`src/rtl/cic_comp_fir_pkg.sv`:
```
// cic_comp_fir_pkg: shared FSM encoding, default taps and
// a constant clog2 for the CIC compensation FIR.
package cic_comp_fir_pkg;

    typedef enum logic [1:0] {
        ST_IDLE  = 2'd0,
        ST_MAC   = 2'd1,
        ST_ROUND = 2'd2
    } fir_state_t;

    localparam int DEF_N_TAPS     = 7;
    localparam int DEF_COEF_WIDTH = 12;

    // Tap 0 in the LSBs: {-16,0,144,256,144,0,-16}.
    // Taps sum to 512, i.e. unity DC gain at 9 fraction bits.
    localparam logic [DEF_N_TAPS*DEF_COEF_WIDTH-1:0]
        DEF_COEFS = {
            12'hff0, 12'h000, 12'h090, 12'h100,
            12'h090, 12'h000, 12'hff0
        };

    function automatic int clog2(input int value);
        int r;
        r = 0;
        for (int i = 0; i < 31; i++)
            if ((1 << i) < value) r = i + 1;
        return r;
    endfunction

endpackage

```
`src/rtl/cic_comp_fir_round_sat.sv`:
```
// round_sat: round half toward +inf, drop FRAC bits, saturate.
// Ports: i_data (IN_WIDTH signed) -> o_data (OUT_WIDTH signed).
module round_sat #(
    parameter int IN_WIDTH  = 31,
    parameter int OUT_WIDTH = 16,
    parameter int FRAC      = 9
) (
    input  logic signed [IN_WIDTH-1:0]  i_data,
    output logic signed [OUT_WIDTH-1:0] o_data
);

    // One guard bit so the rounding bias cannot wrap.
    localparam int EW = IN_WIDTH + 1;

    localparam logic signed [EW-1:0] HALF =
        EW'(1) << (FRAC - 1);
    localparam logic signed [EW-1:0] MAXV = {
        {(EW-OUT_WIDTH+1){1'b0}},
        {(OUT_WIDTH-1){1'b1}}
    };
    localparam logic signed [EW-1:0] MINV = {
        {(EW-OUT_WIDTH+1){1'b1}},
        {(OUT_WIDTH-1){1'b0}}
    };

    logic signed [EW-1:0] biased;
    logic signed [EW-1:0] shifted;

    assign biased  = {i_data[IN_WIDTH-1], i_data} + HALF;
    assign shifted = biased >>> FRAC;

    always_comb begin
        if (shifted > MAXV)
            o_data = MAXV[OUT_WIDTH-1:0];
        else if (shifted < MINV)
            o_data = MINV[OUT_WIDTH-1:0];
        else
            o_data = shifted[OUT_WIDTH-1:0];
    end

endmodule

```
`src/rtl/cic_comp_fir.sv`:
```
// cic_comp_fir: decimating droop-compensation FIR after the CIC,
// one shared multiplier, one tap per cycle.
// Ports: i_clk, i_rst (async, low), i_en (clock enable),
//   i_valid/i_data (input strobe + sample),
//   o_valid/o_data (output strobe + held sample),
//   o_busy (MAC/ROUND in progress), o_overrun (sticky drop).
module cic_comp_fir
    import cic_comp_fir_pkg::*;
#(
    parameter int I_WIDTH    = 16,
    parameter int O_WIDTH    = 16,
    parameter int COEF_WIDTH = 12,
    parameter int COEF_FRAC  = 9,
    parameter int N_TAPS     = 7,
    parameter int DECIMATION = 2,
    parameter logic [N_TAPS*COEF_WIDTH-1:0]
        COEFS = DEF_COEFS
) (
    input  logic                      i_clk,
    input  logic                      i_rst,
    input  logic                      i_en,
    input  logic                      i_valid,
    input  logic signed [I_WIDTH-1:0] i_data,
    output logic                      o_valid,
    output logic signed [O_WIDTH-1:0] o_data,
    output logic                      o_busy,
    output logic                      o_overrun
);

    localparam int DEPTH = N_TAPS + DECIMATION;
    localparam int AW    = clog2(DEPTH);
    localparam int KW    = clog2(N_TAPS);
    localparam int PW    = clog2(DECIMATION + 1);
    localparam int PRW   = I_WIDTH + COEF_WIDTH;
    localparam int ACC_WIDTH = PRW + clog2(N_TAPS);

    fir_state_t state_q;
    fir_state_t state_d;

    logic signed [I_WIDTH-1:0] smp_buf [DEPTH];

    logic [AW-1:0] wr_ptr_q;
    logic [AW-1:0] trig_ptr_q;
    logic [AW-1:0] newest_q;
    logic [AW-1:0] rd_ptr;
    logic [AW-1:0] tap_aw;
    logic [PW-1:0] phase_q;
    logic [KW-1:0] tap_q;
    logic          trig_q;

    logic signed [ACC_WIDTH-1:0]  acc_q;
    logic signed [I_WIDTH-1:0]    x_rd;
    logic signed [COEF_WIDTH-1:0] coef_k;
    logic signed [PRW-1:0]        prod;
    logic signed [O_WIDTH-1:0]    rnd_data;

    logic accept;
    logic trig;
    logic start;
    logic mac_go;
    logic rnd_go;
    logic busy;

    assign accept = i_en & i_valid;
    assign trig   = accept &
                    (phase_q == PW'(DECIMATION - 1));

    // Sample store: written on every accepted strobe,
    // independent of the MAC sequence.
    always_ff @(posedge i_clk or negedge i_rst) begin
        if (!i_rst) begin
            for (int i = 0; i < DEPTH; i++)
                smp_buf[i] <= '0;
            wr_ptr_q <= '0;
            phase_q  <= '0;
        end else if (accept) begin
            smp_buf[wr_ptr_q] <= i_data;
            wr_ptr_q <= (wr_ptr_q == AW'(DEPTH - 1)) ?
                        '0 : wr_ptr_q + AW'(1);
            phase_q  <= trig ? '0 : phase_q + PW'(1);
        end
    end

    // Trigger is registered with its address; IDLE
    // picks it up on the following cycle.
    always_ff @(posedge i_clk or negedge i_rst) begin
        if (!i_rst) begin
            trig_q     <= 1'b0;
            trig_ptr_q <= '0;
        end else if (i_en) begin
            trig_q <= trig;
            if (trig) trig_ptr_q <= wr_ptr_q;
        end
    end

    always_ff @(posedge i_clk or negedge i_rst) begin
        if (!i_rst) state_q <= ST_IDLE;
        else if (i_en) state_q <= state_d;
    end

    always_comb begin
        state_d = state_q;
        unique case (state_q)
            ST_IDLE:  if (trig_q) state_d = ST_MAC;
            ST_MAC:   if (tap_q == KW'(N_TAPS - 1))
                          state_d = ST_ROUND;
            ST_ROUND: state_d = ST_IDLE;
            default:  state_d = ST_IDLE;
        endcase
    end

    always_comb begin
        start  = 1'b0;
        mac_go = 1'b0;
        rnd_go = 1'b0;
        busy   = 1'b0;
        unique case (state_q)
            ST_IDLE:  start = trig_q;
            ST_MAC:   begin busy = 1'b1; mac_go = 1'b1; end
            ST_ROUND: begin busy = 1'b1; rnd_go = 1'b1; end
            default:  ;
        endcase
    end

    assign o_busy = busy;

    // x[newest - k] modulo DEPTH.
    assign tap_aw = AW'(tap_q);
    assign rd_ptr = (newest_q >= tap_aw) ?
                    newest_q - tap_aw :
                    newest_q + AW'(DEPTH) - tap_aw;
    assign x_rd   = smp_buf[rd_ptr];
    assign coef_k = COEFS[int'(tap_q)*COEF_WIDTH +: COEF_WIDTH];
    assign prod   = x_rd * coef_k;

    always_ff @(posedge i_clk or negedge i_rst) begin
        if (!i_rst) begin
            newest_q <= '0;
            tap_q    <= '0;
            acc_q    <= '0;
        end else if (i_en) begin
            if (start) begin
                newest_q <= trig_ptr_q;
                tap_q    <= '0;
                acc_q    <= '0;
            end else if (mac_go) begin
                acc_q <= acc_q + ACC_WIDTH'(prod);
                tap_q <= tap_q + KW'(1);
            end
        end
    end

    round_sat #(
        .IN_WIDTH  (ACC_WIDTH),
        .OUT_WIDTH (O_WIDTH),
        .FRAC      (COEF_FRAC)
    ) u_round_sat (
        .i_data (acc_q),
        .o_data (rnd_data)
    );

    always_ff @(posedge i_clk or negedge i_rst) begin
        if (!i_rst) begin
            o_valid   <= 1'b0;
            o_data    <= '0;
            o_overrun <= 1'b0;
        end else begin
            o_valid <= rnd_go & i_en;
            if (i_en && rnd_go) o_data <= rnd_data;
            if (i_en && trig_q && state_q != ST_IDLE)
                o_overrun <= 1'b1;
        end
    end

endmodule

```
`config.mk`:
```
export PLATFORM = sky130hd
export DESIGN_NAME = cic_comp_fir
export DESIGN_NICKNAME = d
export VERILOG_FILES = /design/src/rtl/cic_comp_fir_pkg.sv /design/src/rtl/cic_comp_fir_round_sat.sv /design/src/rtl/cic_comp_fir.sv
export SDC_FILE = /design/constraint.sdc
export NUM_CORES = 1
export LEC_CHECK = 0
export BUFFER_PORTS_ARGS = -buffer_cell sky130_fd_sc_hd__buf_4
export CAP_MARGIN = 15
export CORE_MARGIN = 4
export CORE_UTILIZATION = 45
export CTS_CLUSTER_SIZE = 25
export DETAILED_ROUTE_END_ITERATION = 10
export SYNTH_ARGS = -nofsm -noshare
export SYNTH_HDL_FRONTEND = slang
export SYNTH_SLANG_ARGS = --single-unit
```
`constraint.sdc`:
```
create_clock -name i_clk -period 10.7 [get_ports i_clk]
set_input_delay 1.07 -clock i_clk [delete_from_list [all_inputs] [get_ports i_clk]]
set_output_delay 1.07 -clock i_clk [all_outputs]
set_load 0.05 [all_outputs]
```
==> results of run 1 <==
worst max path at each step:
| stage | start | endpoint | slack [ps] | cells after the start |
|---|---|---|---|---|
| 4_1_cts | tap_q[0] | acc_q[30] | 1290 | 26 |
| 2_1_floorplan | newest_q[0] | acc_q[30] | 2360 | 30 |
| 3_3_place_gp | tap_q[0] | acc_q[30] | 1580 | 29 |
| 5_1_grt | tap_q[0] | acc_q[30] | 670 | 26 |
| 3_5_place_dp | tap_q[0] | acc_q[30] | 1320 | 26 |
| 6_report | tap_q[0] | acc_q[30] | 1280 | 30 |
metal layers:
metal | share of wire (%) | vias to the layer above | global-route usage (%)
met5 | 0 | - | 0
met4 | 2.3 | 0 | 4.03
met3 | 3.2 | 47 | 2.23
met2 | 48 | 149 | 31.4
met1 | 46 | 5255 | 23.5
li1 | - | 5070 | -
synth_stat cells, types with 4 or more instances:
master | n | share of area [%]
o21a_1 | 10 | 0.48
nand2b_1 | 10 | 0.40
nor4_1 | 7 | 0.28
clkbuf_1 | 36 | 0.86
maj3_1 | 6 | 0.38
nand2_1 | 107 | 2.5
a22o_1 | 10 | 0.56
and3_1 | 8 | 0.32
a311oi_1 | 14 | 0.78
nand2_2 | 10 | 0.40
mux2i_1 | 24 | 1.5
dfrtp_1 | 209 | 33
a21oi_2 | 12 | 0.67
ha_1 | 129 | 10
mux4_2 | 4 | 0.57
a21oi_1 | 43 | 1.4
xor2_1 | 22 | 1.2
nor3_1 | 10 | 0.32
buf_2 | 8 | 0.25
or2_2 | 7 | 0.28
nand4_1 | 4 | 0.16
nand3_1 | 23 | 0.73
nor2_1 | 101 | 2.4
and2_1 | 28 | 1.1
or3_1 | 4 | 0.16
a211oi_1 | 17 | 0.81
fa_1 | 116 | 15
o31ai_1 | 4 | 0.19
a21o_1 | 8 | 0.38
inv_1 | 159 | 3.8
xnor2_1 | 39 | 2.2
o22ai_1 | 10 | 0.40
mux2_2 | 155 | 11
o21ai_0 | 40 | 1.3
nor2b_1 | 4 | 0.16
sequential cells by signal, summed over array words and instances, names as in the netlist, 3 cells and up:
name        flops
acc_q          27
wr_ptr_q        4
newest_q        4
smp_buf       144
trig_ptr_q      4
o_data         16
tap_q           3
area by class of cell:
cell class	instances	share of cell area [%]
timing repair buffer	56	2.45
clock inverter	11	1.05
multi-input combinational	1045	55.9
sequential	209	30.0
tap	455	3.27
inverter	160	3.45
clock buffer	32	3.85
per-stage QoR:
step,setup slack (ps),instance area (µm²),util (%),hold WS (ps),std cells
floorplan,2360,15800,-,446,1464
global placement,1580,16600,47.9,454,1925
CTS,1290,17400,50.4,475,1968
finish,1280,17400,50.4,469,1968
detailed placement,1320,16600,47.9,462,1925
global route,673,17400,50.4,502,1968
cell families after synthesis:
kind of cell | share of synthesized area, %
AO/OA/AOI/OAI | 9.55
adder cells (fa/ha/maj) | 25.4
flip-flops | 33.2
buffers and inverters | 5.18
multiplexers | 13.2
XOR/XNOR | 3.39
AND/OR/NAND/NOR | 10.1
==> flow_summary.json, run 1 <==
{
  "vias": 10521,
  "min_period_ps": 9420,
  "grt_pass1_vias": 10971,
  "cap_violations": 0,
  "first_iter_violations": 436,
  "top_level_ports": 39,
  "multiInputGateArea_um2": 9730,
  "rsz0062_at_grt": "no",
  "mostFrequentLayoutCells": "209 x dfrtp_1, 159 x inv_1, 155 x mux2_2",
  "grt_pass1_wl_um": 56300,
  "timing.rr.end": "acc_q[30]",
  "crit_fanout": 12,
  "ys_types": 73,
  "antennaDiodeCount": 0,
  "numCtsBuffers": 24,
  "crit_arrival_ps": 9880,
  "fill_cells": 3182,
  "cp.required_ps": 11160,
  "hold_class": "register to register",
  "routed_wl_um": 33600,
  "cts_hold_buf": 0,
  "die_w_um": 195,
  "synth_flop_cell": "dfrtp_1",
  "outcome": "complete, no violations",
  "die_height_um": 195,
  "wl_per_cell_um": 17.1,
  "min_to": "o_overrun",
  "drt-pass1-iter-count": 7,
  "drv_slew": 0,
  "cpLargestDelayFamily": "adder cells",
  "worstMarginPinSlew_ps": 1030,
  "die_area_um2": 38100,
  "async_reset_ff_share_pct": 100,
  "drc": 0,
  "path_class": "register to register",
  "antenna_found_initial": 0,
  "end_kind": "register",
  "mostFrequentLayoutCell": "dfrtp_1",
  "min_path_cells": 1,
  "setup_violations": 0,
  "reg2reg_depth": 30,
  "root_buffer": "clkbuf_16",
  "vias_per_cell": 5.35,
  "core_um2": 34500,
  "area_delta_synth_final_pct": 10.5,
  "dp_hpwl_um": 25000,
  "drtAntennaViolNets": 0,
  "max_freq_mhz": 106,
  "maxSlewHeadroom_pct": 31.2,
  "clock_latency_ps": 550,
  "synthCells": 1464,
  "clock_path_buffers": 3,
  "port_buffers": 38,
  "synth_fp_nets": 1729,
  "rows": 68,
  "reg2reg_slack_ps": 1280,
  "finalCritPeriodShare_pct": 88.0,
  "clk_pin_slew_ps": 60,
  "synthesis.area_um2": 15800,
  "finalNetCount": 1761,
  "hold_start": "o_overrun",
  "cp_num_buf_inv": 5,
  "synth-edff-count": 0,
  "ctsHtreeMaxLevel": 1,
  "setup_tns_ps": 0,
  "overflow": 0,
  "cts_tree": "yes",
  "seqCellArea_um2": 5230,
  "hold_violations": 0,
  "cp-start-kind": "register",
  "yosysWarnings": 0,
  "place_congestion": 0.846,
  "max_stage_delay_ps": 880,
  "cts.repair.resized": 0,
  "slowest_stage": "mux2i_1",
  "grt_max_degree": 90,
  "avgSynthCellArea_um2": 10.8,
  "post-cts-setup-buffers": 0,
  "start_util_pct": 45.6,
  "drive_above_1_share_pct": 20.0,
  "clkSinkCount": 209,
  "r2r_start": "tap_q[0]",
  "grt.total_usage_pct": 17.8,
  "synth_seq_area_share_pct": 33.2,
  "yosys_register_bits": 209,
  "skew_ps": 23.8
}
Power of run 1 is not shown: default switching activity piles up to over one toggle a cycle in this logic, so the estimate is an artifact.
==> run 2, diff against run 1 <==
PLACE_DENSITY = 0.61   (was not set)
==> run 2 against run 1 <==
Compared with the run above: clock skew increased by 1.8 ps; clock-buffer cell count increased by 5; via count is 0.14% higher; non-clock buffer count increased by 1; setup slack better by 75 ps; critical path depth is the same; wire length decreased by 1.5%; first-iteration DRC count up 14%; worst hold slack gained 0.71 ps; final area down 0.31%; critical endpoint unchanged; largest cell class unchanged; highest routed layer unchanged.
==> flow_summary.json, run 2 (synthesis results as in run 1) <==
{
  "outcome": "complete, no violations",
  "place_congestion": 0.853,
  "end_kind": "register",
  "drive_above_1_share_pct": 19.7,
  "clock_latency_ps": 550,
  "fill_cells": 3180,
  "skew_ps": 25.6,
  "routed_wl_um": 33100,
  "finalNetCount": 1762,
  "cp-start-kind": "register",
  "largest_reg_flops": 144,
  "path_class": "register to register",
  "post-cts-setup-buffers": 0,
  "final_cells": 1969,
  "antennaDiodeCount": 0,
  "min_period_ps": 9340,
  "whs_ps": 470,
  "clock_path_buffers": 3,
  "vias_per_cell": 5.35,
  "reg2reg_slack_ps": 1360,
  "overflow": 0,
  "dp_cells": 1925,
  "core_um2": 34500,
  "mostFrequentLayoutCell": "dfrtp_1",
  "max_stage_delay_ps": 820,
  "die_height_um": 195,
  "die_area_um2": 38100,
  "start_util_pct": 45.6,
  "clk_pin_slew_ps": 60,
  "worstMarginPinSlew_ps": 1070,
  "hold_class": "register to register",
  "setup_tns_ps": 0,
  "setup_violations": 0,
  "slowest_stage": "mux2i_1",
  "rows": 68,
  "cap_violations": 0,
  "area_delta_synth_final_pct": 10.1,
  "cts.repair.resized": 0,
  "drv_slew": 0,
  "crit_fanout": 12,
  "crit_start": "tap_q[0]",
  "grt_pass1_vias": 10902,
  "grt_pass1_wl_um": 56000,
  "hold_violations": 0,
  "cts_hold_buf": 0,
  "hold_start": "o_overrun",
  "drtAntennaViolNets": 0,
  "dp_hpwl_um": 24600,
  "finalCritPeriodShare_pct": 87.3,
  "port_buffers": 38,
  "ctsHtreeMaxLevel": 1,
  "r2r_start": "tap_q[0]",
  "die_w_um": 195,
  "mostFrequentLayoutCells": "209 x dfrtp_1, 159 x inv_1, 155 x mux2_2",
  "regMostFlops": "smp_buf",
  "cp.required_ps": 11160,
  "grt.total_usage_pct": 17.6,
  "wl_per_cell_um": 16.8,
  "cts_tree": "yes",
  "root_buffer": "clkbuf_16",
  "grt_max_degree": 86,
  "vias": 10536,
  "drt-pass1-iter-count": 5,
  "numCtsBuffers": 24,
  "reg_top3": "smp_buf (144), acc_q (27), o_data (16)",
  "top_level_ports": 39,
  "drc": 0,
  "antenna_found_initial": 0,
  "first_iter_violations": 497,
  "clkSinkCount": 209,
  "maxSlewHeadroom_pct": 28.4,
  "rsz0062_at_grt": "no",
  "crit_arrival_ps": 9800,
  "max_freq_mhz": 107
}
==> run 2: cell types whose count changed in the layout (fill, tap and decap cells not counted), sizes merged <==
cell and delta:
clkbuf +5, bufinv -3, clkinv -2, buf +1
==> run 2: per-layer routing <==
metal,wire length [µm],global-route usage [%]
met4,804,4.40
met2,15700,29.6
met3,1080,2.14
met1,15500,24.6
met5,0,0
==> run 2: final cells by class <==
type,count,area [µm²],area share [%]
clock buffer,37,689,3.97
clock inverter,6,82.6,0.476
inverter,160,601,3.46
multi-input combinational,1045,9730,56.1
sequential,209,5230,30.1
tap,455,569,3.28
timing repair buffer,57,454,2.62
==> run 2: final timing paths <==
path,end,depth (start not counted)
max in group asynchronous,acc_q[23],2
min reg2reg,o_overrun,1
max,acc_q[30],30
min in group asynchronous,newest_q[0],1
min,o_overrun,1
max reg2reg,acc_q[30],30
==> run 2: critical path, delay by kind of cell, from the launching register on <==
kind / cells / cell delay [ps]
multiplexers: 2 / 960
buffers and inverters: 5 / 280
XOR/XNOR: 1 / 170
AND/OR/NAND/NOR: 6 / 1350
adder cells (fa/ha/maj): 8 / 3760
flip-flops: 1 / 430
AO/OA/AOI/OAI: 8 / 2310
==> run 2: metrics by stage <==
step,setup slack [ps],area (µm²),util (%)
finish,1360,17400,50.2
global route,682,17400,50.2
CTS,1320,17300,50.2
detailed placement,1360,16600,47.9
global placement,1560,16600,47.9
floorplan,2360,15800,-
Power of run 2 is left out for the same reason.
